File: src/rtl/axis_fib_pkg.sv
// Shared definitions for the AXIS <-> FIFO interface bridge controllers:
// count-word field layout, controller state encodings and strobe width.
package axis_fib_pkg;

    localparam int STRB_WIDTH = 32;

    localparam int BCNT_LSB   = 16;
    localparam int BCNT_MSB   = 31;
    localparam int FLAG_PERR  = 0;
    localparam int FLAG_TUSER = 1;
    localparam int FLAG_OVF   = 2;
    localparam int FLAG_DROP  = 3;

    typedef enum logic [1:0] {
        TX_IDLE  = 2'd0,
        TX_FRAME = 2'd1,
        TX_DROP  = 2'd2
    } tx_state_e;

    // Byte count lands in [31:16], status flags in [3:0], everything else zero.
    function automatic logic [63:0] pack_count_word(input logic [15:0] bcnt,
                                                    input logic [3:0]  flags);
        logic [63:0] w;
        w = '0;
        w[BCNT_MSB:BCNT_LSB]   = bcnt;
        w[FLAG_DROP:FLAG_PERR] = flags;
        return w;
    endfunction

endpackage

File: src/rtl/strb_popcnt.sv
// Byte-enable analysis for one beat: number of set strobes and whether the
// set strobes form a single run starting at bit 0.
module strb_popcnt (
    input  logic [axis_fib_pkg::STRB_WIDTH-1:0] strb_i,
    output logic [5:0]                          cnt_o,
    output logic                                contig_o
);
    import axis_fib_pkg::*;

    logic [5:0] cnt;

    always_comb begin
        cnt = '0;
        for (int i = 0; i < STRB_WIDTH; i++) begin
            cnt = cnt + {5'd0, strb_i[i]};
        end
    end

    // A run of ones from bit 0 has no set bit left after adding one and masking.
    assign contig_o = ((strb_i & (strb_i + STRB_WIDTH'(1))) == '0);
    assign cnt_o    = cnt;

endmodule

File: src/rtl/axis2fib_txctrl.sv
// Transmit AXIS-to-FIB bridge: writes accepted beats to the data FIFO and one
// byte-count/status word per frame to the count FIFO.
module axis2fib_txctrl #(
    parameter int DATA_WIDTH = 256,
    parameter int BCNT_WIDTH = 64,
    parameter int STRB_WIDTH = 32
) (
    input  logic                  tx_mac_aclk,
    input  logic                  reset,
    input  logic [DATA_WIDTH-1:0] tx_axis_mac_tdata,
    input  logic                  tx_axis_mac_tvalid,
    input  logic                  tx_axis_mac_tlast,
    input  logic                  tx_axis_mac_tuser,
    input  logic [STRB_WIDTH-1:0] tx_axis_mac_tstrb,
    output logic                  tx_axis_mac_tready,
    input  logic                  tx_axis_compatible_mode,
    output logic                  wren_df,
    output logic [DATA_WIDTH-1:0] datain_df,
    input  logic                  wrafull_df,
    output logic                  wren_cf,
    output logic [BCNT_WIDTH-1:0] datain_cf,
    input  logic                  wrafull_cf,
    output logic [31:0]           frm_cnt,
    output logic [15:0]           err_cnt
);
    import axis_fib_pkg::*;

    tx_state_e             state_q;
    logic [15:0]           bcnt_q, bcnt_d;
    logic [3:0]            flags_q, flags_d;
    logic                  wren_df_q, wren_cf_q;
    logic [DATA_WIDTH-1:0] datain_df_q;
    logic [BCNT_WIDTH-1:0] datain_cf_q;
    logic [31:0]           frm_cnt_q;
    logic [15:0]           err_cnt_q;

    logic                  space_ok, accept, frame_start, write_beat, drop_beat, beat_perr;
    logic [5:0]            beat_cnt;
    logic                  beat_contig;
    logic [16:0]           sum;
    logic [15:0]           base_bcnt;
    logic [3:0]            base_flags;

    strb_popcnt u_popcnt (
        .strb_i  (tx_axis_mac_tstrb),
        .cnt_o   (beat_cnt),
        .contig_o(beat_contig)
    );

    assign space_ok           = !wrafull_df && !wrafull_cf;
    assign tx_axis_mac_tready = !reset && (tx_axis_compatible_mode || space_ok);
    assign accept             = tx_axis_mac_tvalid && tx_axis_mac_tready;

    // Any beat seen in IDLE starts a new frame, so accumulation restarts from
    // zero with no bubble after a preceding tlast.
    always_comb begin
        frame_start = (state_q == TX_IDLE);
        base_bcnt   = frame_start ? 16'd0 : bcnt_q;
        base_flags  = frame_start ? 4'd0 : flags_q;
        write_beat  = accept && (state_q != TX_DROP) && space_ok;
        drop_beat   = accept && !write_beat;
        beat_perr   = tx_axis_mac_tlast ? (!beat_contig || (beat_cnt == 6'd0))
                                        : (beat_cnt != 6'd32);
        sum         = {1'b0, base_bcnt} + {11'd0, beat_cnt};

        bcnt_d = base_bcnt;
        if (write_beat) begin
            bcnt_d = sum[16] ? 16'hFFFF : sum[15:0];
        end
        flags_d             = base_flags;
        flags_d[FLAG_PERR]  = base_flags[FLAG_PERR]  | beat_perr;
        flags_d[FLAG_TUSER] = base_flags[FLAG_TUSER] | tx_axis_mac_tuser;
        flags_d[FLAG_OVF]   = base_flags[FLAG_OVF]   | (write_beat && sum[16]);
        flags_d[FLAG_DROP]  = base_flags[FLAG_DROP]  | drop_beat;
    end

    always_ff @(posedge tx_mac_aclk or posedge reset) begin
        if (reset) begin
            state_q     <= TX_IDLE;
            bcnt_q      <= '0;
            flags_q     <= '0;
            wren_df_q   <= 1'b0;
            datain_df_q <= '0;
            wren_cf_q   <= 1'b0;
            datain_cf_q <= '0;
            frm_cnt_q   <= '0;
            err_cnt_q   <= '0;
        end else begin
            wren_df_q <= write_beat;
            if (write_beat) begin
                datain_df_q <= tx_axis_mac_tdata;
            end
            // The count word goes out even if the count FIFO just went almost
            // full: the two-entry margin always leaves room for it.
            wren_cf_q <= accept && tx_axis_mac_tlast;
            if (accept) begin
                bcnt_q  <= bcnt_d;
                flags_q <= flags_d;
                if (tx_axis_mac_tlast) begin
                    state_q     <= TX_IDLE;
                    datain_cf_q <= BCNT_WIDTH'(pack_count_word(bcnt_d, flags_d));
                    frm_cnt_q   <= frm_cnt_q + 32'd1;
                    if ((flags_d != 4'd0) && (err_cnt_q != 16'hFFFF)) begin
                        err_cnt_q <= err_cnt_q + 16'd1;
                    end
                end else if (drop_beat) begin
                    state_q <= TX_DROP;
                end else begin
                    state_q <= TX_FRAME;
                end
            end
        end
    end

    assign wren_df   = wren_df_q;
    assign datain_df = datain_df_q;
    assign wren_cf   = wren_cf_q;
    assign datain_cf = datain_cf_q;
    assign frm_cnt   = frm_cnt_q;
    assign err_cnt   = err_cnt_q;

endmodule

File: config.mk
export PLATFORM = sky130hd
export DESIGN_NAME = axis2fib_txctrl
export DESIGN_NICKNAME = d
export VERILOG_FILES = /design/src/rtl/axis_fib_pkg.sv /design/src/rtl/strb_popcnt.sv /design/src/rtl/axis2fib_txctrl.sv
export SDC_FILE = /design/constraint.sdc
export NUM_CORES = 1
export LEC_CHECK = 0
export BUFFER_PORTS_ARGS = -buffer_cell sky130_fd_sc_hd__buf_4
export CAP_MARGIN = 20
export CORE_AREA = 2 2 256 258
export CTS_BUF_LIST = sky130_fd_sc_hd__clkbuf_4
export DETAILED_ROUTE_END_ITERATION = 10
export DIE_AREA = 0 0 258 260
export HOLD_SLACK_MARGIN = 0.02
export MAX_ROUTING_LAYER = met4
export PLACE_DENSITY = 0.55
export SLEW_MARGIN = 30
export SYNTH_ARGS = -nofsm -noshare
export SYNTH_HDL_FRONTEND = slang
export SYNTH_HIERARCHICAL = 1
export SYNTH_SLANG_ARGS = --single-unit
export TNS_END_PERCENT = 50
File: constraint.sdc
create_clock -name tx_mac_aclk -period 12 [get_ports tx_mac_aclk]
set_clock_uncertainty 0.1 [all_clocks]
set_input_delay 1.2 -clock tx_mac_aclk [delete_from_list [all_inputs] [get_ports tx_mac_aclk]]
set_output_delay 1.2 -clock tx_mac_aclk [all_outputs]
set_load 0.05 [all_outputs]
==> impl_metrics.tcl, run 1 <==
set metrics [dict create \
    fin_setup_tns_ps 0 \
    met2_usage 0.2716 \
    place_area_um2 21060 \
    fin_crit_ps 7071 \
    drv_cap 0 \
    antenna_found_initial 7 \
    dieArea_um2 67080 \
    drt_first_pass_iters 5 \
    grt.busiest_layer "met2" \
    worst-slew-pin-transition_ps 871.7 \
    first_global_vias 14994 \
    grtUsageTotal 0.1684 \
    hp-class "primary input to async pin" \
    met3_usage 0.06072 \
    combPwrFrac 0.470 \
    critPathLaunch "tx_axis_mac_tstrb[5]" \
    ios 667 \
    finalWirelength_um 56030 \
    yosys_most_used_dff "dfrtp_1" \
    crit_buf_inv 5 \
    clock.fmax_ghz 0.1414 \
    slew-limit-headroom 0.4188 \
    required_ps 12570 \
    final_cells 3332 \
    reg2reg_setup_slack_ps 8220 \
    p_int_w 0.002774 \
    pwr-share-seq 0.311 \
    ctsResizeCount 0 \
    viasPerCell 4.308 \
    swShare 0.4576 \
    rsz0062_at_grt "no" \
    yosys_warnings 6 \
    final_cell_mix "nand2_1 (831), buf_4 (625), dfrtp_1 (348)" \
    cp_cell_sequence "buf_4, inv_1, fa_1, fa_1, fa_1, inv_1, fa_1, fa_1, inv_1, fa_1, inv_1, ha_1, a21o_1, a21oi_1, nor2b_1, o21a_1, ha_1, nor2_1, nand4b_1, a211oi_1, o21ba_1, mux2_2" \
    synth-edff-count 0 \
    p_leak_nw 12.05 \
    nets 2732 \
    cts_buffers 100 \
    cp_common_cell "fa_1" \
    clk_pin_slew_ps 60 \
    reg2reg_to "err_cnt[1]" \
    worst_r2r_startpoint "state_q[0]" \
    cellPowerDensity_nw_per_um2 227.7 \
    reg2regPathDepth 10 \
    postLayoutCellArea_um2 22460 \
    htree_num_levels 3 \
    post_cts_buffers 0 \
    gp_congestion 0.8653 \
    cp_data_arrival_time_ps 7640 \
    fin_crit_sh 0.5893 \
    synthArstFlopShare 1.000 \
    ctsHoldBuffers 0 \
    p_switching_w 0.002341 \
    syn_avg_cell_area_um2 9.056 \
    start_util 0.2441 \
    core_area_um2 64120 \
    num_rows 93 \
    placed_cells 3143 \
    cpLargestDelayFamily "adder cells" \
    vdd_drop_max_v 0.0001900 \
    hold_viol 0 \
    final-setup-viol-count 0 \
    grt_max_degree 162 \
    ctsLongestPathBuffers 3 \
    drc 0 \
    vias 14354 \
    drt_iter0_markers 882 \
    slew_viol_final 0 \
    grt_overflow 0 \
    synth_cell_types 73 \
    cts_tree "done" \
    crit_end "err_cnt[1]" \
    use_met1 0.1928 \
    cp-start-kind "primary input" \
    crit_cells 22 \
    cts_root_buf "clkbuf_4" \
    status "finished, final reports clean" \
    grt_pass1_wl_um 86230 \
    area_delta_synth_final_pct 43.53 \
    die_w_um 258 \
    hpwl_um 41120 \
    ant_nets 0 \
    synthCells 1728 \
    io_buffers 622 \
    layout_commonest_cell "nand2_1" \
    drive_gt1_frac 0.3297 \
    clkPwrFrac 0.219 \
    clk_latency_ps 800 \
    crit_fanout 11 \
    critical-path-max-stage-delay_ps 580 \
    die_height_um 260 \
    clock_sinks 348 \
    setup.worst_path.end_class "flop" \
    ys_seq_area_frac 0.5565 \
    slowest_stage "fa_1" \
    worstSetupPathType "primary input to flop" \
    synth-seq-cells 348 \
    routedWlPerCell_um 16.82 \
    syn_area_um2 15650 \
]
[cells in the mapped netlist (all sizes together), types with 2 or more instances]
cell type,instances,area share
clkbuf,58,0.014
o31ai,3,0.0014
o211ai,4,0.0019
a311oi,2,0.0011
nand4,22,0.0092
mux2,5,0.0036
a221oi,2,0.0011
or2,3,0.0012
and3,13,0.0052
inv,58,0.014
nor2b,7,0.0028
o21ba,2,0.0013
nor2,28,0.0069
or4,5,0.0029
a2111oi,2,0.0011
nand2,831,0.20
buf,55,0.024
o21bai,2,0.00096
nand3,37,0.012
a211oi,4,0.0022
a31oi,7,0.0028
nand2b,3,0.0012
xnor2,44,0.025
ha,17,0.014
o22a,3,0.0017
o21ai,28,0.0090
or3,4,0.0017
and2,6,0.0024
and4,9,0.0050
o41ai,3,0.0026
a22o,4,0.0022
o2111ai,3,0.0017
fa,25,0.032
dfrtp,348,0.56
o21a,2,0.00096
a21o,8,0.0038
a21oi,23,0.0074
a21boi,5,0.0024
nor3,12,0.0045
xor2,12,0.0067
[registers in the layout, summed over array words and instances, names as in the netlist]
signal,cells
datain_df,256
frm_cnt,32
datain_cf,20
bcnt_q,16
err_cnt,16
flags_q,4
state_q,2
wren_cf,1
wren_df,1
[worst reg2reg max path: cells and delay by family, from the launching register on]
| family | cells | cell delay (ps) |
|---|---|---|
| adder cells (fa/ha/maj) | 2 | 570 |
| buffers and inverters | 1 | 50 |
| flip-flops | 1 | 500 |
| multiplexers | 1 | 390 |
| AO/OA/AOI/OAI | 3 | 1120 |
| AND/OR/NAND/NOR | 3 | 910 |
[worst min path at each step]
stage | endpoint | slack, ps | cells after the start
2_1_floorplan | flags_q[0] | 340 | 2
3_3_place_gp | bcnt_q[5] | 360 | 1
3_5_place_dp | bcnt_q[5] | 360 | 1
4_1_cts | datain_df[17] | 260 | 3
5_1_grt | bcnt_q[11] | 160 | 2
6_report | datain_cf[20] | 270 | 2
[routing by layer]
layer	wire length, um	vias up
met5	0	-
met4	1284	0
met3	5010	87
met2	27930	549
met1	21810	6917
li1	-	6801
[area by class of cell]
class | instances | area (um2)
antenna | 8 | 20.02
sequential | 348 | 8708
tap | 855 | 1070
multi-input combinational | 1251 | 6296
timing repair buffer | 634 | 4860
inverter | 59 | 236.5
fill | 6666 | 41660
clock buffer | 137 | 1028
clock inverter | 40 | 241.5
[cell families (layout without fill, tap and decap cells)]
| kind of cell | Yosys count | count (layout) | share of synthesized area |
|---|---|---|---|
| flops | 348 | 348 | 0.5565 |
| buf+inv | 172 | 870 | 0.05229 |
| compound gates | 118 | 118 | 0.05237 |
| mux | 6 | 6 | 0.004237 |
| other cells | 1 | 52 | 0.0002396 |
| fa+ha+maj | 42 | 42 | 0.04557 |
| simple gates | 985 | 985 | 0.2575 |
| xor+xnor | 56 | 56 | 0.03134 |
[through the flow]
| step | hold slack [ps] | total power (W) | setup WS (ps) | utilization |
|---|---|---|---|---|
| after global routing | 164.1 | 0.005468 | 4668 | 0.3503 |
| after detailed placement | 357.9 | 0.004017 | 4131 | 0.3284 |
| after floorplan | 339.5 | 0.003261 | 1050 | - |
| final | 273.8 | 0.005115 | 4929 | 0.3503 |
| after CTS | 263.5 | 0.005194 | 5058 | 0.3482 |
| after global placement | 355.0 | 0.004001 | 4253 | 0.3284 |
[power groups by stage]
| stage | combinational [W] | sequential, W | clock, W |
|---|---|---|---|
| floorplan | 0.000839 | 0.00242 | 0 |
| global placement | 0.00240 | 0.00160 | 0 |
| detailed placement | 0.00242 | 0.00160 | 0 |
| CTS | 0.00242 | 0.00159 | 0.00118 |
| global route | 0.00259 | 0.00162 | 0.00125 |
| finish | 0.00240 | 0.00159 | 0.00112 |
(Power assumes the default switching activity.)
==> run 2, diff against run 1 <==
--- a/config.mk
+++ b/config.mk
@@ -5,15 +5,16 @@
 export SDC_FILE = /design/constraint.sdc
 export NUM_CORES = 1
 export LEC_CHECK = 0
+export ABC_AREA = 1
 export BUFFER_PORTS_ARGS = -buffer_cell sky130_fd_sc_hd__buf_4
 export CAP_MARGIN = 20
-export CORE_AREA = 2 2 256 258
+export CORE_AREA = 2 2 262 264
 export CTS_BUF_LIST = sky130_fd_sc_hd__clkbuf_4
 export DETAILED_ROUTE_END_ITERATION = 10
-export DIE_AREA = 0 0 258 260
+export DIE_AREA = 0 0 264 266
 export HOLD_SLACK_MARGIN = 0.02
 export MAX_ROUTING_LAYER = met4
-export PLACE_DENSITY = 0.55
+export PLACE_DENSITY = 0.56
 export SLEW_MARGIN = 30
 export SYNTH_ARGS = -nofsm -noshare
 export SYNTH_HDL_FRONTEND = slang
==> constraint.sdc (replaced) <==
create_clock -name tx_mac_aclk -period 7.4 [get_ports tx_mac_aclk]
set_clock_uncertainty 0.1 [all_clocks]
set_input_delay 0.74 -clock tx_mac_aclk [delete_from_list [all_inputs] [get_ports tx_mac_aclk]]
set_output_delay 0.74 -clock tx_mac_aclk [all_outputs]
set_load 0.05 [all_outputs]
==> run 2 against run 1 <==
Against the previous run:
- global-route usage increased by 2.8 points
- critical path depth increased by 8
- count of clock-buffer cells in the layout increased by 5
- design area increased by 16%
- sequential cell count unchanged
- power increased by 63%
- combinational power increased by 63%
- hold slack got worse by 160 ps
- die area increased by 4.7%
- synthesized area increased by 7.4%
- largest power group unchanged
- highest routed layer unchanged
==> impl_metrics.tcl, run 2 <==
set metrics [dict create \
    largest_register_ffs 256 \
    cpLargestDelayFamily "adder cells" \
    clock_sinks 348 \
    cts_tree "done" \
    htree_num_levels 3 \
    grtUsageTotal 0.1967 \
    slew_viol_final 0 \
    drt_first_pass_iters 7 \
    clk_latency_ps 840 \
    cts_buffers 104 \
    final_util 0.3858 \
    num_rows 96 \
    die_w_um 264 \
    critical-path-max-stage-delay_ps 590 \
    grt_max_degree 152 \
    core_area_um2 67750 \
    grt_overflow 0 \
    final_cells 4004 \
    status "finished, final reports clean" \
    gp_congestion 0.9200 \
    grt_pass1_wl_um 103300 \
    rsz0062_at_grt "no" \
    hpwl_um 49230 \
    cts_root_buf "clkbuf_4" \
    finalWirelength_um 68210 \
    slowest_stage "fa_1" \
    worst-slew-pin-transition_ps 864.6 \
    nets 3375 \
    dieArea_um2 70220 \
    drive_gt1_frac 0.2699 \
    antenna_found_initial 13 \
    yosysTopAreaCell "dfrtp_1" \
    holdWs_ps 110.8 \
    crit_buf_inv 6 \
    ctsHoldBuffers 258 \
    p_leak_nw 13.99 \
    start_util 0.2482 \
    fin_crit_ps 6078 \
    placed_cells 3554 \
    viasPerCell 4.257 \
    final_cell_mix "nand2_1 (1103), buf_4 (630), dfrtp_1 (348)" \
    yosysMostFrequentCell "nand2_1" \
    syn_area_um2 16810 \
    vias 17044 \
    yosys_most_used_dff "dfrtp_1" \
    ant_nets 0 \
    ys_seq_area_frac 0.5180 \
    clk_pin_slew_ps 70 \
    routedWlPerCell_um 17.03 \
    ctsLongestPathBuffers 3 \
    vdd_drop_max_v 0.0002193 \
    cp_common_cell "fa_1" \
    synth-edff-count 0 \
    yosys_warnings 6 \
    die_height_um 266 \
    timing.final.ws_setup_ps 1322 \
    final-setup-viol-count 0 \
    cp_data_arrival_time_ps 6690 \
    drv_cap 0 \
    io_buffers 622 \
    hp-class "primary input to flop" \
    layout_commonest_cell "nand2_1" \
    post_cts_buffers 0 \
    worstSetupPathType "primary input to flop" \
    synthCells 2113 \
    fin_crit_sh 0.8213 \
    required_ps 8020 \
    syn_avg_cell_area_um2 7.957 \
    setup.worst_path.end_class "flop" \
    cp-start-kind "primary input" \
    cellPowerDensity_nw_per_um2 319.0 \
    postLayoutCellArea_um2 26140 \
    dpl_worst_slack_ps 443.8 \
    slew-limit-headroom 0.4236 \
    first_global_vias 17545 \
    synth_cell_types 39 \
    place_area_um2 22210 \
    drt_iter0_markers 1030 \
    ctsResizeCount 0 \
    ys_top_cells_by_count "nand2_1 (1103), dfrtp_1 (348), inv_1 (133), nor2_1 (101), nand3_1 (69)" \
    clock.fmax_ghz 0.1645 \
    yosys-top-cells-area "dfrtp_1 (52%), nand2_1 (25%), fa_1 (3.0%)" \
    ios 667 \
    synthArstFlopShare 1.000 \
    synth_top_area_share 0.5180 \
    crit_fanout 17 \
    hold_viol 0 \
    drc 0 \
    area_delta_synth_final_pct 55.45 \
    synth-seq-cells 348 \
]
-- run 2: layer usage --
layer / GRT usage / share of wire
met1: 0.2266 / 0.40
met2: 0.3315 / 0.50
met3: 0.05305 / 0.070
met4: 0.06634 / 0.027
met5: - / 0
-- run 2: worst paths after layout --
| path | start | end | slack (ps) | cells after the start |
|---|---|---|---|---|
| hold / removal | tx_axis_mac_tdata[242] | datain_df[242] | 110 | 3 |
| min in group asynchronous | reset | datain_cf[1] | 550 | 3 |
| max in group asynchronous | reset | datain_df[200] | 4150 | 6 |
| hold reg to reg | datain_df[55] | datain_df[55] | 380 | 2 |
| setup reg to reg | state_q[1] | err_cnt[10] | 4450 | 16 |
| setup / recovery | tx_axis_mac_tstrb[0] | err_cnt[10] | 1320 | 30 |
-- run 2: power by group --
group,switching (W),internal (W)
Clock,0.000934,0.000930
Sequential,0.000265,0.00229
Combinational,0.00266,0.00125
-- run 2: cell type report --
type | instances | area [um2]
clock inverter | 36 | 210.2
fill | 7041 | 41610
timing repair buffer | 894 | 7405
inverter | 143 | 541.8
multi-input combinational | 1546 | 7068
tap | 882 | 1104
clock buffer | 142 | 1066
antenna | 13 | 32.53
sequential | 348 | 8708
-- run 2: kinds of logic (layout without fill, tap and decap cells) --
| group | after synthesis | in the layout | synth area share |
|---|---|---|---|
| other | 1 | 57 | 0.0002230 |
| and+or+nand+nor | 1355 | 1355 | 0.3241 |
| DFF | 348 | 348 | 0.5180 |
| xor gates and xnor gates | 47 | 47 | 0.02448 |
| buffers and inverters | 262 | 1215 | 0.07219 |
| adders and majority gates | 42 | 42 | 0.04242 |
| AOI/OAI and AO/OA | 58 | 58 | 0.01860 |
-- run 2: worst reg2reg max path, stage by stage, from the launching register on --
cell and delay (ps):
dfrtp_1 390, nor2_1 70, buf_4 200, nor2_1 150, ha_1 190, inv_1 60
fa_1 390, inv_1 100, nand2_1 70, nand3_2 80, nand2_2 80, nor2_4 200
nand2_4 180, nand3_4 250, nand2_4 170, nand2_1 90, nand2_1 50
-- run 2: per-stage QoR --
stage | total power [W] | TNS [ps]
2_1_floorplan | 0.005167 | -126560
3_3_place_gp | 0.006388 | 0
3_5_place_dp | 0.006397 | 0
4_1_cts | 0.008450 | 0
5_1_grt | 0.008904 | 0
6_report | 0.008337 | 0
==> run 3, diff against run 2 <==
==> constraint.sdc (replaced) <==
create_clock -name tx_mac_aclk -period 6.3 [get_ports tx_mac_aclk]
set_clock_uncertainty 0.1 [all_clocks]
set_input_delay 0.63 -clock tx_mac_aclk [delete_from_list [all_inputs] [get_ports tx_mac_aclk]]
set_output_delay 0.63 -clock tx_mac_aclk [all_outputs]
set_load 0.05 [all_outputs]
==> run 3 against run 2 <==
Against the previous run:
- register-to-register slack got worse by 1200 ps
- first-iteration DRC count decreased by 1.2%
- power increased by 22%
- critical path depth decreased by 2
- wire length decreased by 0.60%
- sequential share of layout area decreased by 0.46 points
- global-route usage decreased by 0.13 points
- sequential cell count unchanged
- critical endpoint is now bcnt_q[1]
==> impl_metrics.tcl, run 3 (synthesis gave the netlist of run 2 again) <==
set metrics [dict create \
    ant_nets 0 \
    io_buffers 622 \
    die_w_um 264 \
    holdWs_ps 304.9 \
    grt_max_degree 111 \
    core_area_um2 67750 \
    dieArea_um2 70220 \
    clk_pin_slew_ps 60 \
    setup.worst_path.end_class "flop" \
    finalWirelength_um 67800 \
    drc 0 \
    htree_num_levels 3 \
    drive_gt1_frac 0.2803 \
    cp_data_arrival_time_ps 6180 \
    fin_crit_sh 0.8865 \
    cp-start-kind "primary input" \
    ios 667 \
    rsz0062_at_grt "no" \
    routedWlPerCell_um 16.78 \
    grt_pass1_wl_um 102600 \
    hold_viol 0 \
    fillers 6928 \
    fin_crit_ps 5585 \
    cellPowerDensity_nw_per_um2 383.4 \
    post_cts_buffers 0 \
    status "finished, final reports clean" \
    wirelength_met1_um 27330 \
    largest_register_ffs 256 \
    start_util 0.2482 \
    hp-class "primary input to flop" \
    swShare 0.4535 \
    final-setup-viol-count 0 \
    worstSetupPathType "primary input to flop" \
    worst-slew-pin-transition_ps 957.3 \
    gp_congestion 0.9258 \
    area_delta_synth_final_pct 57.64 \
    final_cell_mix "nand2_1 (1103), buf_4 (668), dfrtp_1 (348)" \
    top_layer_used "met4" \
    ff_latch_area_um2 8708 \
    grtUsageTotal 0.1955 \
    drt_first_pass_iters 5 \
    vdd_drop_max_v 0.0003170 \
    routed-wl-met2_um 33930 \
    slew-limit-headroom 0.3618 \
    cts_buffers 100 \
    layout_commonest_cell "nand2_1" \
    reg2regPathDepth 8 \
    cts_tree "done" \
    clock.fmax_ghz 0.1790 \
    ctsHoldBuffers 259 \
    crit_fanout 6 \
    multi_input_area_um2 7071 \
    p_switching_w 0.004608 \
    clk_latency_ps 850 \
    first_global_vias 17384 \
    clkPwrFrac 0.217 \
    hpwl_um 49350 \
    p_leak_nw 14.21 \
    ctsResizeCount 0 \
    drt_iter0_markers 1018 \
    nets 3411 \
    die_height_um 266 \
    num_rows 96 \
    clock_sinks 348 \
    viasPerCell 4.218 \
    antenna_found_initial 11 \
    fin_setup_tns_ps 0 \
    grt_overflow 0 \
    met3_length_um 4609 \
    pwr-share-seq 0.296 \
    slew_viol_final 0 \
    ctsLongestPathBuffers 3 \
    required_ps 6890 \
    vias 17045 \
    cts_root_buf "clkbuf_4" \
    p_int_w 0.005554 \
    drv_cap 0 \
    whs_path_depth 6 \
    combPwrFrac 0.488 \
]
## run 3: changes by cell type in the layout (fill, tap and decap cells not counted), moves of 2 or more
cell      before  now
buf_12         1    4
buf_4        630  668
clkinv_2       6    8
clkinv_1      25   22
diode_2       13    9
buf_6          4    1
## run 3: area by class of cell
cell class,count,share of cell area
Sequential cell,348,0.3286
Timing Repair Buffer,934,0.2926
Multi-Input combinational cell,1546,0.2668
Tap cell,882,0.04164
Clock buffer,143,0.04051
Inverter,143,0.02044
Clock inverter,36,0.008639
Antenna cell,9,0.0008498
## run 3: power groups by stage
stage	registers [W]	clock network (W)	logic (W)
4_1_cts	0.00300	0.00230	0.00501
6_report	0.00301	0.00220	0.00496
2_1_floorplan	0.00456	0	0.00151
3_5_place_dp	0.00302	0	0.00486
3_3_place_gp	0.00302	0	0.00487
5_1_grt	0.00306	0.00243	0.00536
## run 3: path summary, 6_finish.rpt
path / from / to / slack, ps
max: tx_axis_mac_tstrb[0] / bcnt_q[1] / 710
min in group asynchronous: reset / datain_cf[29] / 640
max in group asynchronous: reset / datain_df[212] / 3510
max reg2reg: state_q[1] / datain_df[115] / 3300
min: wrafull_cf / flags_q[3] / 300
min reg2reg: datain_df[164] / datain_df[164] / 380
## run 3: worst max-delay path, cell delays in order
cell and delay [ps]:
buf_4 90, inv_1 60, fa_1 520, fa_1 410
inv_1 80, fa_1 440, fa_1 520, fa_1 550
inv_1 50, fa_1 550, inv_1 50, ha_1 180
a21oi_1 150, inv_1 50, a31oi_1 250, nor2_1 70
nor2_1 90, nor2_1 60, ha_1 340, a21oi_1 190
nand3_2 120, nand2_2 120, nor2_4 50, nand2_4 150
buf_4 150, o211ai_1 100, nand2_1 90, o21ai_0 80
## run 3: per-layer routing
layer	vias to the layer above	track usage
li1	8323	-
met1	8045	0.2255
met4	0	0.07079
met5	-	-
met2	557	0.3277
met3	120	0.05139
## run 3: through the flow
| stage | utilization | total power (W) | cell area, um2 | instances | worst slack [ps] |
|---|---|---|---|---|---|
| final | 0.3912 | 0.01016 | 26500 | 4041 | 714.9 |
| after global routing | 0.3912 | 0.01085 | 26500 | 4041 | 432.8 |
| after CTS | 0.3900 | 0.01031 | 26420 | 4030 | 816.0 |
| after detailed placement | 0.3325 | 0.007871 | 22530 | 3592 | -122.8 |
| after global placement | 0.3325 | 0.007886 | 22520 | 3592 | -95.21 |
| after floorplan | - | 0.006069 | 16980 | 2156 | -1431 |
